<file path="config.mk">
export PLATFORM = sky130hd
export DESIGN_NAME = ccip_soft_reset_gen
export DESIGN_NICKNAME = d
export VERILOG_FILES = /design/src/rtl/ccip_soft_reset_pkg.sv /design/src/rtl/ccip_inflight_counter.sv /design/src/rtl/ccip_soft_reset_gen.sv
export SDC_FILE = /design/constraint.sdc
export NUM_CORES = 1
export LEC_CHECK = 0
export ABC_CLOCK_PERIOD_IN_PS = 4950
export BUFFER_PORTS_ARGS = -buffer_cell sky130_fd_sc_hd__buf_2
export CORE_MARGIN = 2
export CORE_UTILIZATION = 45
export DETAILED_ROUTE_END_ITERATION = 10
export GPL_TIMING_DRIVEN = 0
export SYNTH_ARGS = -nofsm -noshare
export SYNTH_HDL_FRONTEND = slang
export SYNTH_SLANG_ARGS = --single-unit
</file>
<file path="constraint.sdc">
create_clock -name pClk -period 4.95 [get_ports pClk]
set_input_delay 0.7425 -clock pClk [delete_from_list [all_inputs] [get_ports pClk]]
set_output_delay 0.7425 -clock pClk [all_outputs]
set_load 0.005 [all_outputs]
</file>
<file path="src/rtl/ccip_soft_reset_pkg.sv">
// ----------------------------------------------------------------------------
// ccip_soft_reset_pkg
// Shared types and helpers for the CCI-P AFU soft-reset generator.
//   t_soft_reset_state : FSM encoding (IDLE, DRAIN, ASSERT)
//   t_inflight_cnt     : per-channel in-flight counter at the default width
//   cnt_w()            : bit width needed by a counter that runs 0..n-1
// ----------------------------------------------------------------------------
package ccip_soft_reset_pkg;

  localparam int MIN_RESET_CYCLES_DEFAULT = 16;
  localparam int DRAIN_TIMEOUT_DEFAULT    = 4096;
  localparam int CNT_W_DEFAULT            = 10;

  typedef enum logic [1:0] {
    IDLE   = 2'd0,
    DRAIN  = 2'd1,
    ASSERT = 2'd2
  } t_soft_reset_state;

  typedef logic [CNT_W_DEFAULT-1:0] t_inflight_cnt;

  // Width of a counter whose terminal value is terminal_count-1.
  function automatic int cnt_w(input int terminal_count);
    return (terminal_count < 2) ? 1 : $clog2(terminal_count);
  endfunction

endpackage

</file>
<file path="src/rtl/ccip_inflight_counter.sv">
// ----------------------------------------------------------------------------
// ccip_inflight_counter
// Saturating up/down counter tracking outstanding requests on one channel.
//   clk      : clock
//   reset_n  : synchronous active-low reset (count -> 0)
//   clr      : synchronous clear (count -> 0)
//   inc      : request issued  (+1, holds at all-ones)
//   dec      : response received (-1, holds at zero)
//   count    : current outstanding count
// inc and dec in the same cycle cancel out.
// ----------------------------------------------------------------------------
module ccip_inflight_counter
  import ccip_soft_reset_pkg::*;
#(
  parameter int W = CNT_W_DEFAULT
) (
  input  logic         clk,
  input  logic         reset_n,
  input  logic         clr,
  input  logic         inc,
  input  logic         dec,
  output logic [W-1:0] count
);

  localparam logic [W-1:0] CNT_MAX = '1;

  // NOTE: sequential state is written with non-blocking assignments only, so
  // every flop samples the pre-edge values regardless of process ordering.
  always_ff @(posedge clk) begin
    if (!reset_n || clr) begin
      count <= '0;
    end else if (inc && !dec && count != CNT_MAX) begin
      count <= count + W'(1);
    end else if (dec && !inc && count != '0) begin
      // Clamp at zero: a spurious response must never wrap to all-ones.
      count <= count - W'(1);
    end
  end

endmodule

</file>
<file path="src/rtl/ccip_soft_reset_gen.sv">
// ----------------------------------------------------------------------------
// ccip_soft_reset_gen
// FIU-side producer of the AFU soft reset. On request it blocks new AFU
// traffic, waits for in-flight c0/c1 requests to drain, holds soft reset high
// for MIN_RESET_CYCLES, then releases.
//   pClk                : CCI-P primary clock
//   reset_n             : synchronous active-low block reset
//   rst_req             : 1-cycle soft-reset request (ignored unless IDLE)
//   c0_req_sent/rsp_rcvd: c0 read request issued / response delivered
//   c1_req_sent/rsp_rcvd: c1 write request issued / response delivered
//   tx_block            : AFU must not issue new requests
//   pck_cp2af_softReset : active-high soft reset to the AFU
//   reset_done          : 1-cycle pulse in the first cycle after release
//   busy                : FSM not IDLE
//   inflight            : c0 count + c1 count
//   drain_timeout       : sticky, a drain was cut short by the timeout
// Build option: define CCIP_SOFT_RESET_TIMEOUT_EN to bound the DRAIN phase to
// DRAIN_TIMEOUT cycles; otherwise DRAIN waits indefinitely.
// ----------------------------------------------------------------------------
module ccip_soft_reset_gen
  import ccip_soft_reset_pkg::*;
#(
  parameter int MIN_RESET_CYCLES = MIN_RESET_CYCLES_DEFAULT,
  parameter int DRAIN_TIMEOUT    = DRAIN_TIMEOUT_DEFAULT,
  parameter int CNT_W            = CNT_W_DEFAULT
) (
  input  logic           pClk,
  input  logic           reset_n,
  input  logic           rst_req,
  input  logic           c0_req_sent,
  input  logic           c0_rsp_rcvd,
  input  logic           c1_req_sent,
  input  logic           c1_rsp_rcvd,
  output logic           tx_block,
  output logic           pck_cp2af_softReset,
  output logic           reset_done,
  output logic           busy,
  output logic [CNT_W:0] inflight,
  output logic           drain_timeout
);

  localparam int                HOLD_W    = cnt_w(MIN_RESET_CYCLES);
  localparam logic [HOLD_W-1:0] HOLD_LAST = HOLD_W'(MIN_RESET_CYCLES - 1);

  t_soft_reset_state state, state_next;
  logic [HOLD_W-1:0] hold_cnt;
  logic [CNT_W-1:0]  c0_cnt, c1_cnt;
  logic              cnt_clr;

  // Counters read zero from the first ASSERT cycle and stay there until
  // release, so traffic seen while the AFU is in reset is discarded.
  assign cnt_clr = (state == ASSERT) || (state_next == ASSERT);

  ccip_inflight_counter #(.W(CNT_W)) u_c0_cnt (
    .clk     (pClk),
    .reset_n (reset_n),
    .clr     (cnt_clr),
    .inc     (c0_req_sent),
    .dec     (c0_rsp_rcvd),
    .count   (c0_cnt)
  );

  ccip_inflight_counter #(.W(CNT_W)) u_c1_cnt (
    .clk     (pClk),
    .reset_n (reset_n),
    .clr     (cnt_clr),
    .inc     (c1_req_sent),
    .dec     (c1_rsp_rcvd),
    .count   (c1_cnt)
  );

  assign inflight = {1'b0, c0_cnt} + {1'b0, c1_cnt};

`ifdef CCIP_SOFT_RESET_TIMEOUT_EN
  localparam int                 DRAIN_W    = cnt_w(DRAIN_TIMEOUT);
  localparam logic [DRAIN_W-1:0] DRAIN_LAST = DRAIN_W'(DRAIN_TIMEOUT - 1);

  logic [DRAIN_W-1:0] drain_cnt;
  logic               drain_expired;

  assign drain_expired = (drain_cnt == DRAIN_LAST);

  always_ff @(posedge pClk) begin
    if (!reset_n) begin
      drain_cnt     <= '0;
      drain_timeout <= 1'b0;
    end else begin
      drain_cnt <= (state == DRAIN) ? drain_cnt + DRAIN_W'(1) : '0;
      if (state == DRAIN && inflight != '0 && drain_expired) begin
        drain_timeout <= 1'b1;
      end
    end
  end
`else
  // The timeout parameter stays on the interface so both builds share one
  // instantiation; this build has no drain counter.
  logic unused_drain_timeout_cfg;
  assign unused_drain_timeout_cfg = (DRAIN_TIMEOUT > 0);
  assign drain_timeout            = 1'b0;
`endif

  // NOTE: every signal written here gets a default first, so no path through
  // the case leaves it unassigned and no latch is inferred.
  always_comb begin
    state_next = state;
    unique case (state)
      IDLE: begin
        if (rst_req) state_next = DRAIN;
      end
      DRAIN: begin
        if (inflight == '0) state_next = ASSERT;
`ifdef CCIP_SOFT_RESET_TIMEOUT_EN
        else if (drain_expired) state_next = ASSERT;
`endif
      end
      ASSERT: begin
        if (hold_cnt == HOLD_LAST) state_next = IDLE;
      end
      default: state_next = ASSERT;
    endcase
  end

  always_ff @(posedge pClk) begin
    if (!reset_n) begin
      state      <= ASSERT;
      hold_cnt   <= '0;
      reset_done <= 1'b0;
    end else begin
      state      <= state_next;
      // hold_cnt restarts at 0 on every ASSERT entry and runs to HOLD_LAST.
      hold_cnt   <= (state == ASSERT && state_next == ASSERT) ? hold_cnt + HOLD_W'(1) : '0;
      reset_done <= (state == ASSERT) && (state_next == IDLE);
    end
  end

  assign pck_cp2af_softReset = (state == ASSERT);
  assign tx_block            = (state != IDLE);
  assign busy                = (state != IDLE);

endmodule

</file>
==> impl_results.rst <==
.. list-table::
   :header-rows: 1

   * - Metric
     - Value
   * - H-tree Lvls
     - 1
   * - Sequential share of power
     - 56.0%
   * - Initial standard-cell utilization of the core
     - 46.30%
   * - GRT Residual Overflow
     - 0
   * - GP Congestion
     - 0.7758
   * - Worst Setup Start Kind
     - flip-flop
   * - I/O pins
     - 23
   * - DP Cell Count
     - 365
   * - Leakage component of the power
     - 0.001241 uW
   * - Buffering stage count on the worst path with inverters included
     - 1
   * - Max Cap Viol
     - 0
   * - Minimum clock period after layout
     - 3339 ps
   * - CTS tree
     - yes
   * - Layout Cells excl Fill
     - 369
   * - Insertion delay to the later sink of the worst-skew pair
     - 280 ps
   * - PD cells
     - 151.7 nW/um^2
   * - Clock input transition at the sequential cells of the worst setup and hold paths
     - 100 ps
   * - Total via count in the routed design
     - 2,033
   * - Half-perimeter wire length after detailed placement
     - 3.944 mm
   * - Mean instance size in the synthesized netlist
     - 8.607 um^2
   * - Dominant synthesized flop cell
     - sky130_fd_sc_hd__dfxtp_1
   * - Routed WL per cell
     - 13.14 um
   * - Core area
     - 5075 um^2
   * - Endpoint type of the worst setup path
     - flip-flop
   * - Antenna Nets Post-Route
     - 0
   * - Number of buffers added for setup after CTS
     - 0
   * - WS Path Type
     - reg2reg
   * - Int Pwr
     - 297.6 uW
   * - Area grow syn2layout
     - 10.44%
   * - Number of max-slew violations in the final report
     - 0
   * - Worst min path class
     - reg2reg
   * - DRC errors left
     - 0
   * - Final worst-path cycle share
     - 67.45%
   * - Initial antenna violation count
     - 0
   * - Switching power
     - 96.05 uW
   * - Gates resized, CTS repair
     - 0
   * - Net count of the mapped netlist
     - 310
   * - Master of the slowest instance on the critical path
     - sky130_fd_sc_hd__o311ai_1
   * - Worst clock skew
     - 10.69 ps
   * - Fraction of power consumed by combinational cells
     - 11.3%
   * - Max rail drop VDD
     - 0.1083 mV
   * - Wire length of the first global-routing pass
     - 8.445 mm
   * - Clock sink count
     - 27
   * - Die height
     - 76.26 um
   * - Routed wire length
     - 4.849 mm
   * - Number of synthesized flops with an enable pin
     - 0
   * - WHS Path Cells
     - 1
   * - Slew at the pin closest to its max-slew limit
     - 789.0 ps
   * - Part of the total power dissipated in the clock network
     - 32.7%
   * - Cell row count
     - 26
   * - Total number of nets in the final design
     - 337
   * - Portion of the post-synthesis area used by sequential elements
     - 23.00%
   * - Maximum buffer depth of the clock tree
     - 2
   * - Cts-stage hold buffer count
     - 0
   * - FMAX
     - 299.5 MHz
   * - Required time reported for the critical path endpoint
     - 5120 ps
   * - Buffer cell driving the clock tree root
     - sky130_fd_sc_hd__clkbuf_8
   * - Number of detailed-routing iterations run before antenna repair
     - 4
   * - Status
     - finished clean
   * - Floorplan die area
     - 5816 um^2
   * - Switching part of the total
     - 24.40%
   * - Final Hold Fails
     - 0
   * - Distinct cell type count after synthesis
     - 53
   * - Share of final-layout standard cells stronger than drive strength 1
     - 13.04%
   * - Aggregate global-route resource usage
     - 17.33%
   * - Number of register bits inferred by synthesis
     - 27
   * - RSZ-0062 raised after global routing
     - false
   * - CP max stage delay
     - 720 ps
   * - Total inserted antenna cells
     - 0
   * - Arrival time of data at the critical path endpoint
     - 3510 ps
   * - Setup TNS
     - 0 ps
   * - Ys Warns
     - 0
   * - Ratio of routed vias to standard cells
     - 5.509
   * - Final setup fails
     - 0
   * - Total stage count of the critical path
     - 11
   * - Input/output buffers
     - 21
   * - Worst-path cell chain
     - nand4_1 -> o311ai_1 -> buf_4 -> ha_1 -> a211oi_1 -> o21ai_0 -> a41o_1 -> a21oi_1 -> mux2i_1 -> xnor2_1 -> nor2_1
   * - Number of clock buffers inserted by TritonCTS
     - 3
   * - Vias in the first global route
     - 1,865
   * - Summed instance area of the synthesized netlist
     - 2350 um^2
   * - Width of the die
     - 76.26 um
   * - Maximum fanout along the worst path
     - 7
   * - Cell count after synthesis
     - 273
   * - Worst relative slew slack
     - 46.57%
   * - 1st-iter DRT viols
     - 62
   * - Asr flop ratio synth
     - 0%
   * - Top delay family on crit path
     - compound AO/OA/AOI/OAI gates
   * - Number of cells on the worst reg-to-reg path
     - 11
   * - Maximum number of pins on one net before global-route repair
     - 15
-- layout by cell type (no fill, tap or decap), drive strengths merged, types with 4 or more instances in the layout --
master and count:
a21oi 9, and2 4, nand2 7, xnor2 15, nand3 10, xor2 7
o21ai 8, nor2b 4, mux2i 15, ha 27, nor2 43, nor4 6
a21o 11, inv 7, o21a 4, clkbuf 6, nand2b 5, nand4 5
dfxtp 27, a211oi 9, buf 27
-- final cells by class --
type / count / area [um^2]
Multi-Input combinational cell: 232 / 1734
Buffer: 7 / 48.80
Fill cell: 516 / 2480
Clock buffer: 4 / 45.04
Tap cell: 70 / 87.58
Inverter: 7 / 26.28
Sequential cell: 27 / 540.5
Timing Repair Buffer: 22 / 112.6
-- worst paths after layout --
check	endpoint	from	slack [ps]
hold / removal	hold_cnt[0]$_SDFF_PN0_	hold_cnt[0]$_SDFF_PN0_	450
hold reg to reg	hold_cnt[0]$_SDFF_PN0_	hold_cnt[0]$_SDFF_PN0_	450
setup / recovery	u_c0_cnt.count[9]$_SDFFE_PP0P_	u_c0_cnt.count[0]$_SDFFE_PP0P_	1610
setup reg to reg	u_c0_cnt.count[9]$_SDFFE_PP0P_	u_c0_cnt.count[0]$_SDFFE_PP0P_	1610
-- cells by family (layout without fill, tap and decap cells) --
family | count (synthesis) | in the layout | synth area share [%]
simple gates | 100 | 100 | 21.35
other cells | 1 | 1 | 0.1596
fa+ha+maj | 30 | 30 | 16.93
xor+xnor | 22 | 22 | 8.200
compound gates | 64 | 64 | 20.77
mux | 15 | 15 | 6.390
flops | 27 | 27 | 23.00
buf+inv | 14 | 40 | 3.195
-- per-stage QoR --
stage          power [uW]  util (%)  area, um^2  hold WS, ps  worst slack [ps]
5_1_grt             411.4     51.13        2595        475.8              1294
3_3_place_gp        268.7     50.10        2542        427.2             508.2
2_1_floorplan       260.6         -        2350        417.6              1245
6_report            393.6     51.13        2595        449.2              1611
4_1_cts             394.6     51.13        2595        455.1              1588
3_5_place_dp        270.2     50.25        2550        435.0              1614
-- Yosys cell counts (6+ instances only) --
cell type	count	share of area (%)
sky130_fd_sc_hd__a21oi_1	8	1.7
sky130_fd_sc_hd__a21o_1	11	3.5
sky130_fd_sc_hd__nand3_1	10	2.1
sky130_fd_sc_hd__xor2_1	7	2.6
sky130_fd_sc_hd__nand2_1	7	1.1
sky130_fd_sc_hd__inv_1	7	1.1
sky130_fd_sc_hd__ha_1	27	14
sky130_fd_sc_hd__dfxtp_1	27	23
sky130_fd_sc_hd__a211oi_1	9	2.9
sky130_fd_sc_hd__nor2_1	43	6.9
sky130_fd_sc_hd__xnor2_1	15	5.6
sky130_fd_sc_hd__nor4_1	6	1.6
sky130_fd_sc_hd__o21ai_0	8	1.7
sky130_fd_sc_hd__mux2i_1	15	6.4
-- sequential cells by signal (all words and copies together) (netlist names) --
| signal | cells |
|---|---|
| u_c0_cnt.count | 10 |
| u_c1_cnt.count | 10 |
| hold_cnt | 4 |
| state | 2 |
| reset_done | 1 |
-- power groups by stage --
stage                     registers [uW]  clock network (uW)  logic [uW]
after floorplan                      225                   0        35.1
after global placement               226                   0        43.0
after detailed placement             226                   0        44.5
after CTS                            221                 129        44.6
after global routing                 221                 139        51.7
final                                221                 129        44.4
-- routing by layer --
| metal | GRT usage [%] | wire length (um) | vias up |
|---|---|---|---|
| met3 | 2.725 | 131 | 6 |
| li1 | - | - | 1070 |
| met4 | 5.091 | 77 | 0 |
| met2 | 28.85 | 2178 | 25 |
| met5 | 0 | 0 | - |
| met1 | 23.13 | 2463 | 932 |
Note: power is estimated with default switching activity, not from simulation.
